### src/rtl/uart_pkg.sv
// Shared definitions for the monitor UART receive path: FSM encoding,
// oversampling constants and the 18-bit word layout.
package uart_pkg;

  typedef enum logic [1:0] {
    IDLE  = 2'd0,
    START = 2'd1,
    DATA  = 2'd2,
    STOP  = 2'd3
  } rx_state_e;

  localparam int unsigned OVS         = 16;
  localparam int unsigned MID         = 8;
  localparam int unsigned FRAME_BYTES = 3;
  localparam int unsigned WORD_W      = 18;

  // Frame 2 contributes only its two low data bits to the top of the word.
  function automatic logic [WORD_W-1:0] assemble_word(input logic [7:0] byte0,
                                                      input logic [7:0] byte1,
                                                      input logic [1:0] top);
    return {top, byte1, byte0};
  endfunction

endpackage

### src/rtl/uart_receive_if.sv
// Word delivery handshake between the UART receiver (master) and the
// monitor command logic (slave).
interface uart_receive_if;
  import uart_pkg::*;

  logic              rx_req;
  logic              rx_ack;
  logic [WORD_W-1:0] rx_dat;
  logic              rx_ferr;
  logic              rx_ovr;

  modport master (output rx_req, rx_dat, rx_ferr, rx_ovr, input rx_ack);
  modport slave  (input rx_req, rx_dat, rx_ferr, rx_ovr, output rx_ack);

endinterface

### src/rtl/uart_rx_tick.sv
// Oversample tick generator: one-clk strobe every TICK_DIV clocks and a
// 4-bit phase within the bit; restart realigns both to a start edge.
module uart_rx_tick #(
  parameter int unsigned TICK_DIV = 13
) (
  input  logic       clk,
  input  logic       rst_x,
  input  logic       restart,
  output logic       tick,
  output logic [3:0] ph
);

  localparam int unsigned DIV_W = (TICK_DIV > 1) ? $clog2(TICK_DIV) : 1;
  localparam logic [DIV_W-1:0] DIV_LAST = DIV_W'(TICK_DIV - 1);

  logic [DIV_W-1:0] div_r;

  assign tick = (div_r == DIV_LAST);

  // NOTE: clocked state always uses non-blocking assignments so every flop
  // sees the pre-edge value of every other flop, independent of block order.
  always_ff @(posedge clk or negedge rst_x) begin
    if (!rst_x) begin
      div_r <= '0;
      ph    <= '0;
    end else if (restart) begin
      div_r <= '0;
      ph    <= '0;
    end else if (tick) begin
      div_r <= '0;
      ph    <= ph + 4'd1;
    end else begin
      div_r <= div_r + 1'b1;
    end
  end

endmodule

### src/rtl/uart_receive.sv
// Three-frame, 18-bit word UART receiver with 16x oversampling and a req/ack
// output handshake. Optional idle timeout: define UART_RX_TIMEOUT_EN.
module uart_receive
  import uart_pkg::*;
#(
  parameter int unsigned TICK_DIV = 13,
  parameter int unsigned TO_BITS  = 32
) (
  input  logic           clk,
  input  logic           rst_x,
  input  logic           uart_sin,
  uart_receive_if.master rx
);

  localparam logic [1:0] LAST_BYTE = 2'(FRAME_BYTES - 1);

  rx_state_e  state;
  logic [1:0] byte_r;
  logic [2:0] bit_r;
  logic [7:0] sh_r;
  logic [7:0] byte0_r;
  logic [7:0] byte1_r;

  logic       sin_m;
  logic       sin_s;
  logic       sin_d;
  logic       tick;
  logic [3:0] ph_r;
  logic       start_det;
  logic       sample;
  logic       ack_take;
  logic       to_expire;

  // Two-flop synchroniser plus one history flop for falling-edge detection;
  // all idle high so reset never looks like a start bit.
  always_ff @(posedge clk or negedge rst_x) begin
    if (!rst_x) begin
      sin_m <= 1'b1;
      sin_s <= 1'b1;
      sin_d <= 1'b1;
    end else begin
      sin_m <= uart_sin;
      sin_s <= sin_m;
      sin_d <= sin_s;
    end
  end

  assign start_det = (state == IDLE) && sin_d && !sin_s;

  uart_rx_tick #(.TICK_DIV(TICK_DIV)) u_tick (
    .clk     (clk),
    .rst_x   (rst_x),
    .restart (start_det),
    .tick    (tick),
    .ph      (ph_r)
  );

  // The tick that advances the phase to MID lands at the bit centre.
  assign sample   = tick && (ph_r == 4'(MID - 1));
  assign ack_take = rx.rx_ack && rx.rx_req;

`ifdef UART_RX_TIMEOUT_EN
  localparam int unsigned TO_TICKS = TO_BITS * OVS;
  localparam int unsigned TO_W     = $clog2(TO_TICKS + 1);

  logic [TO_W-1:0] to_cnt;

  // Counts idle-high ticks while a partial word is pending.
  always_ff @(posedge clk or negedge rst_x) begin
    if (!rst_x) begin
      to_cnt <= '0;
    end else if (state != IDLE || byte_r == 2'd0 || start_det || !sin_s) begin
      to_cnt <= '0;
    end else if (tick && !to_expire) begin
      to_cnt <= to_cnt + 1'b1;
    end
  end

  assign to_expire = (to_cnt == TO_W'(TO_TICKS));
`else
  assign to_expire = 1'b0;
`endif

  always_ff @(posedge clk or negedge rst_x) begin
    if (!rst_x) begin
      state      <= IDLE;
      byte_r     <= '0;
      bit_r      <= '0;
      sh_r       <= '0;
      byte0_r    <= '0;
      byte1_r    <= '0;
      rx.rx_req  <= 1'b0;
      rx.rx_dat  <= '0;
      rx.rx_ferr <= 1'b0;
      rx.rx_ovr  <= 1'b0;
    end else begin
      rx.rx_ferr <= 1'b0;
      rx.rx_ovr  <= 1'b0;
      if (ack_take) rx.rx_req <= 1'b0;

      unique case (state)
        IDLE: begin
          if (start_det)      state  <= START;
          else if (to_expire) byte_r <= '0;
        end

        START: begin
          if (sample) begin
            if (sin_s) begin
              state <= IDLE;
            end else begin
              state <= DATA;
              bit_r <= '0;
            end
          end
        end

        DATA: begin
          if (sample) begin
            sh_r  <= {sin_s, sh_r[7:1]};
            bit_r <= bit_r + 3'd1;
            if (bit_r == 3'd7) state <= STOP;
          end
        end

        STOP: begin
          if (sample) begin
            state <= IDLE;
            if (!sin_s) begin
              rx.rx_ferr <= 1'b1;
              byte_r     <= '0;
            end else if (byte_r != LAST_BYTE) begin
              if (byte_r == 2'd0) byte0_r <= sh_r;
              else                byte1_r <= sh_r;
              byte_r <= byte_r + 2'd1;
            end else begin
              byte_r <= '0;
              if (sh_r[7:2] != 6'd0) begin
                rx.rx_ferr <= 1'b1;
              end else if (rx.rx_req && !rx.rx_ack) begin
                rx.rx_ovr <= 1'b1;
              end else begin
                // A same-cycle ack frees the slot, so the new word wins.
                rx.rx_dat <= assemble_word(byte0_r, byte1_r, sh_r[1:0]);
                rx.rx_req <= 1'b1;
              end
            end
          end
        end

        default: state <= IDLE;
      endcase
    end
  end

endmodule

### src/flat_wrapper.sv
// flat-port wrapper written by rule: the top's interface ports become plain ports
module uart_receive_flat import uart_pkg::*;
#(
  parameter int unsigned TICK_DIV = 13,
  parameter int unsigned TO_BITS  = 32
)
  (clk, rst_x, uart_sin, rx_rx_req, rx_rx_dat, rx_rx_ferr, rx_rx_ovr, rx_rx_ack);
  uart_receive_if rx_i ();
  input  logic clk;
  input  logic rst_x;
  input  logic uart_sin;
  output wire logic [$bits(rx_i.rx_req)-1:0] rx_rx_req;
  output wire logic [$bits(rx_i.rx_dat)-1:0] rx_rx_dat;
  output wire logic [$bits(rx_i.rx_ferr)-1:0] rx_rx_ferr;
  output wire logic [$bits(rx_i.rx_ovr)-1:0] rx_rx_ovr;
  input wire logic [$bits(rx_i.rx_ack)-1:0] rx_rx_ack;
  assign rx_rx_req = rx_i.rx_req;
  assign rx_rx_dat = rx_i.rx_dat;
  assign rx_rx_ferr = rx_i.rx_ferr;
  assign rx_rx_ovr = rx_i.rx_ovr;
  assign rx_i.rx_ack = rx_rx_ack;
  uart_receive #(.TICK_DIV(TICK_DIV), .TO_BITS(TO_BITS)) u_core (.clk(clk), .rst_x(rst_x), .uart_sin(uart_sin), .rx(rx_i));
endmodule
### config.mk
export PLATFORM = sky130hd
export DESIGN_NAME = uart_receive_flat
export DESIGN_NICKNAME = d
export VERILOG_FILES = /design/src/rtl/uart_pkg.sv /design/src/rtl/uart_receive_if.sv /design/src/rtl/uart_rx_tick.sv /design/src/rtl/uart_receive.sv /design/src/flat_wrapper.sv
export SDC_FILE = /design/constraint.sdc
export NUM_CORES = 1
export LEC_CHECK = 0
export ABC_AREA = 1
export BUFFER_PORTS_ARGS = -buffer_cell sky130_fd_sc_hd__buf_4
export CORE_UTILIZATION = 50
export DETAILED_ROUTE_END_ITERATION = 8
export PLACE_DENSITY = 0.69
export SYNTH_ARGS = -nofsm -noshare
export SYNTH_HDL_FRONTEND = slang
export SYNTH_SLANG_ARGS = --single-unit
### constraint.sdc
create_clock -name clk -period 2.1 [get_ports clk]
set_clock_uncertainty 0.05 [all_clocks]
set_input_delay 0 -clock clk [delete_from_list [all_inputs] [get_ports clk]]
set_output_delay 0 -clock clk [all_outputs]
set_load 0.03 [all_outputs]
==> impl_metrics.tcl, run 1 <==
set metrics [dict create \
    yosys_warnings 0 \
    setup-violations-final 0 \
    reg2reg_to "u_core.rx.rx_dat[5]" \
    wl_per_cell_um 11.5 \
    yosysUniqueCellTypes 23 \
    core_um2 4790 \
    fp.dieW_um 73.1 \
    postCtsSetupRepairBufs 0 \
    final-hold-violation-count 0 \
    synthesis.nets 280 \
    worstSetupStartpointType "flip-flop" \
    worst_hold_slack_ns 0.222 \
    die_area_um2 5340 \
    htreeDepth 3 \
    drtIter0Drc 144 \
    finalWorstSetupSlack_ns 0.265 \
    ys_seq_area_frac 0.626 \
    wirelength_um 4340 \
    power.density_nw_per_um2 829 \
    report.final.slew_viol_count 0 \
    final_cell_mix "nand2_1, dfrtp_1, o21ai_0" \
    ys_seq_elements 63 \
    status "complete, no violations" \
    grt_pass1_wl_um 7460 \
    drc 0 \
    gp_congestion 0.734 \
    tns_ns 0 \
    max_cap_violations 0 \
    pre_cts_ws_ns 0.269 \
    r2r-start "u_core.u_tick.div_r[0]" \
    hold_path.class "in -> async" \
    hpwl_um 2840 \
    syn_area_per_cell_um2 9.32 \
    numClockSinks 63 \
    grt_pass1_vias 1678 \
    p_leak_uw 0.00155 \
    antenna_found_initial 0 \
    syn_to_final_growth_pct 17.8 \
    critPathKind "reg -> reg" \
    clk_pin_slew_ns 0.07 \
    cts_tree "done" \
    layout-drive-gt1-share 0.161 \
    numCtsBuffers 9 \
    syn-cell-area_um2 2530 \
    end_kind "flip-flop" \
    num_vias 1819 \
    rows 25 \
    rsz0062_at_grt "false" \
    rrSetupSlack_ns 0.27 \
    drt.antenna.violating_nets 0 \
    crit_fanout 18 \
    netlist_instances 271 \
    grt_max_degree 64 \
    rr_worst_depth 7 \
    peakVddDrop_mv 0.474 \
    cp.required_ns 2.27 \
    cts_buffer_depth 2 \
    globalRouteOverflowTotal 0 \
    final_common_cell "nand2_1" \
    insertion_delay_ns 0.33 \
    ios 25 \
    nets 314 \
    dpl_cell_area_um2 2770 \
    start_util 0.528 \
    fin_area_um2 2980 \
    postCtsHoldBufs 3 \
    drtPass1Iterations 6 \
    relSlewSlack 0.495 \
    fin_util 0.622 \
    period_share 0.874 \
    diodes 0 \
    port_buffers 24 \
    cts_root_buf "clkbuf_8" \
    fin_crit_ns 1.83 \
    grt.total_usage 0.192 \
    worstMarginPinSlew_ns 0.758 \
    vias_per_cell 4.82 \
    fmax_mhz 545 \
    die_y_um 73.1 \
    cts_resized 0 \
    cp.arrival_ns 2.00 \
]
per-layer routing:
metal,vias to the layer above,global-route usage,share of wire
met4,0,0.124,0.030
met3,12,0.0428,0.034
met5,-,0,0
li1,924,-,-
met2,31,0.267,0.42
met1,852,0.270,0.52
sequential cells by signal, indices dropped and copies added, names as in the netlist, 2 cells and up, named ones only:
signal,count
u_core.u_tick.ph,4
u_core.byte0_r,8
u_core.byte_r,2
u_core.bit_r,3
u_core.byte1_r,8
u_core.rx.rx_dat,18
u_core.sh_r,8
u_core.u_tick.div_r,4
kinds of logic after synthesis:
| group | Yosys count | synth area share |
|---|---|---|
| and+or+nand+nor | 142 | 0.236 |
| DFF | 63 | 0.626 |
| AOI/OAI and AO/OA | 32 | 0.0634 |
| buffers and inverters | 27 | 0.0431 |
| adders and majority gates | 5 | 0.0248 |
| xor gates and xnor gates | 2 | 0.00694 |
metrics by stage:
stage,cells,total power (uW)
6_report,377,2470
5_1_grt,377,2590
4_1_cts,377,2500
3_5_place_dp,358,1570
3_3_place_gp,358,1570
2_1_floorplan,271,1510
cell type report:
| cell class | count | area [um2] |
|---|---|---|
| Fill cell | 426 | 1810 |
| Tap cell | 67 | 83.8 |
| Multi-Input combinational cell | 181 | 837 |
| Clock inverter | 4 | 20.0 |
| Clock buffer | 12 | 155 |
| Timing Repair Buffer | 28 | 218 |
| Inverter | 22 | 82.6 |
| Sequential cell | 63 | 1580 |
worst max-delay path, cell delays in order (launching register included):
cell	delay [ns]
dfrtp_1	0.40
inv_1	0.06
ha_1	0.15
nand3_2	0.15
nor3_4	0.28
nand3_2	0.38
nand2_1	0.17
nand2_1	0.07
cell usage after synthesis, drive strengths merged:
| cell | n | area (um2) |
|---|---|---|
| nand2 | 106 | 403 |
| xnor2 | 1 | 8.76 |
| nand4 | 1 | 6.26 |
| dfrtp | 60 | 1500 |
| inv | 22 | 82.6 |
| a21oi | 2 | 10.0 |
| nor3 | 3 | 26.3 |
| dfstp | 3 | 78.8 |
| xor2 | 1 | 8.76 |
| and2 | 1 | 6.26 |
| buf | 3 | 17.5 |
| clkbuf | 2 | 8.75 |
| o21ai | 30 | 150 |
| nor2 | 18 | 75.1 |
| ha | 5 | 62.6 |
| nand3 | 13 | 80.1 |
worst max path at each step:
stage,slack (ns),to,start
6_report,0.27,u_core.rx.rx_dat[5],u_core.u_tick.div_r[0]
5_1_grt,0.03,u_core.byte0_r[4],u_core.u_tick.div_r[0]
4_1_cts,0.24,u_core.rx.rx_dat[2],u_core.u_tick.div_r[0]
3_5_place_dp,0.27,u_core.rx.rx_dat[3],u_core.u_tick.div_r[0]
3_3_place_gp,0.28,u_core.rx.rx_dat[3],u_core.u_tick.div_r[0]
2_1_floorplan,0.44,u_core.sh_r[6],u_core.u_tick.div_r[0]
power by group:
part,switching [uW],internal (uW)
sequential,61.8,1290
combinational,120,84.8
clock,430,484
total,612,1860
No activity file was read; power rests on OpenSTA's default activity.
==> run 2: changes to the inputs <==
CORE_MARGIN = 2   (was not set)
==> impl_metrics.tcl, run 2 (synthesized netlist as in run 1, its figures left out) <==
set metrics [dict create \
    status "complete, no violations" \
    fill_cells 411 \
    worst_hold_slack_ns 0.234 \
    drtIter0Drc 128 \
    cts_tree "done" \
    ios 25 \
    fin_util 0.638 \
    peakVddDrop_mv 0.512 \
    wl_per_cell_um 11.8 \
    final_cell_mix "nand2_1, dfrtp_1, o21ai_0" \
    gp_congestion 0.742 \
    final-hold-violation-count 0 \
    postCtsSetupRepairBufs 0 \
    layout-drive-gt1-share 0.167 \
    busiest_layer "met1" \
    fmax_mhz 534 \
    dpl_cell_area_um2 2780 \
    setup-violations-final 0 \
    finalWorstSetupSlack_ns 0.228 \
    numClockSinks 63 \
    start_util 0.528 \
    fin_crit_ns 1.87 \
    met2_usage 0.270 \
    hpwl_um 2980 \
    worstSetupStartpointType "flip-flop" \
    relSlewSlack 0.499 \
    port_buffers 24 \
    numCtsBuffers 9 \
    fp.dieW_um 75.1 \
    vias_per_cell 4.74 \
    core_um2 4790 \
    die_y_um 75.1 \
    insertion_delay_ns 0.34 \
    period_share 0.891 \
    antenna_found_initial 0 \
    grt.total_usage 0.192 \
    worstMarginPinSlew_ns 0.751 \
    clk_pin_slew_ns 0.08 \
    grt_pass1_wl_um 7840 \
    grt_max_degree 64 \
    drt.antenna.violating_nets 0 \
    max_cap_violations 0 \
    rr_worst_depth 8 \
    wirelength_um 4470 \
    die_area_um2 5640 \
    nets 315 \
    rsz0062_at_grt "false" \
    grt_util_met1 0.270 \
    cp.arrival_ns 2.11 \
    globalRouteOverflowTotal 0 \
    num_vias 1793 \
    grt_pass1_vias 1696 \
    cp.required_ns 2.33 \
    crit_fanout 18 \
    largest_register "u_core.rx.rx_dat" \
    grt_util_met3 0.0562 \
    drtPass1Iterations 4 \
    diodes 0 \
    final_common_cell "nand2_1" \
    pre_cts_ws_ns 0.236 \
    p_leak_uw 0.00158 \
    hold_path.class "in -> async" \
    cts_root_buf "clkbuf_8" \
    cts_buffer_depth 2 \
    report.final.slew_viol_count 0 \
    fin_area_um2 3050 \
    drc 0 \
    htreeDepth 3 \
    largest_register_ff_count 18 \
    rows 25 \
    syn_to_final_growth_pct 20.9 \
    tns_ns 0 \
    critPathKind "reg -> reg" \
    power.density_nw_per_um2 930 \
    end_kind "flip-flop" \
]
run 2: worst paths after layout:
| check | endpoint | slack (ns) | from |
|---|---|---|---|
| min in group clk | u_core.sin_m | 0.26 | uart_sin |
| min reg2reg | u_core.sin_s | 0.31 | u_core.sin_m |
| max in group asynchronous | u_core.byte0_r[7] | 1.28 | rst_x |
| max reg2reg | u_core.rx.rx_dat[3] | 0.23 | u_core.u_tick.div_r[0] |
| min | u_core.byte0_r[6] | 0.23 | rst_x |
| max | u_core.rx.rx_dat[3] | 0.23 | u_core.u_tick.div_r[0] |
run 2: stage by stage:
step	instances	power, uW
finish	378	2840
global route	378	2960
CTS	378	2870
detailed placement	359	1590
global placement	359	1570
floorplan	271	1510
run 2: layout make-up:
| type | count | area [um2] | share of cell area |
|---|---|---|---|
| tap | 67 | 83.8 | 0.0275 |
| clock inverter | 7 | 120 | 0.0393 |
| timing repair buffer | 29 | 225 | 0.0738 |
| clock buffer | 9 | 124 | 0.0406 |
| sequential | 63 | 1580 | 0.518 |
| inverter | 22 | 82.6 | 0.0270 |
| multi-input combinational | 181 | 837 | 0.274 |
run 2: what timing repair did:
action | 4_1_cts | 5_1_grt
gates resized for setup | 0 | 0
hold endpoints to repair | 63 | 0
hold buffers | 3 | 0
run 2: power breakdown:
group | internal, uW | switching, uW | leakage, uW | total [uW]
registers | 1290 | 60.9 | 0.000861 | 1350
logic | 89.8 | 129 | 0.000598 | 219
clock network | 792 | 482 | 0.000120 | 1270
run 2: routing by layer:
metal	up-vias	wire length [um]
met2	29	2010
met1	838	2200
met3	6	164
met4	0	93
met5	-	0
li1	920	-
run 2: critical path, cell delays in order (launching register included):
cell and delay, ns:
dfrtp_1 0.41, inv_1 0.08, ha_1 0.17, nand3_2 0.15
nor3_4 0.28, nand2_2 0.13, nor2_4 0.33, nand2_1 0.13
nand2_1 0.08
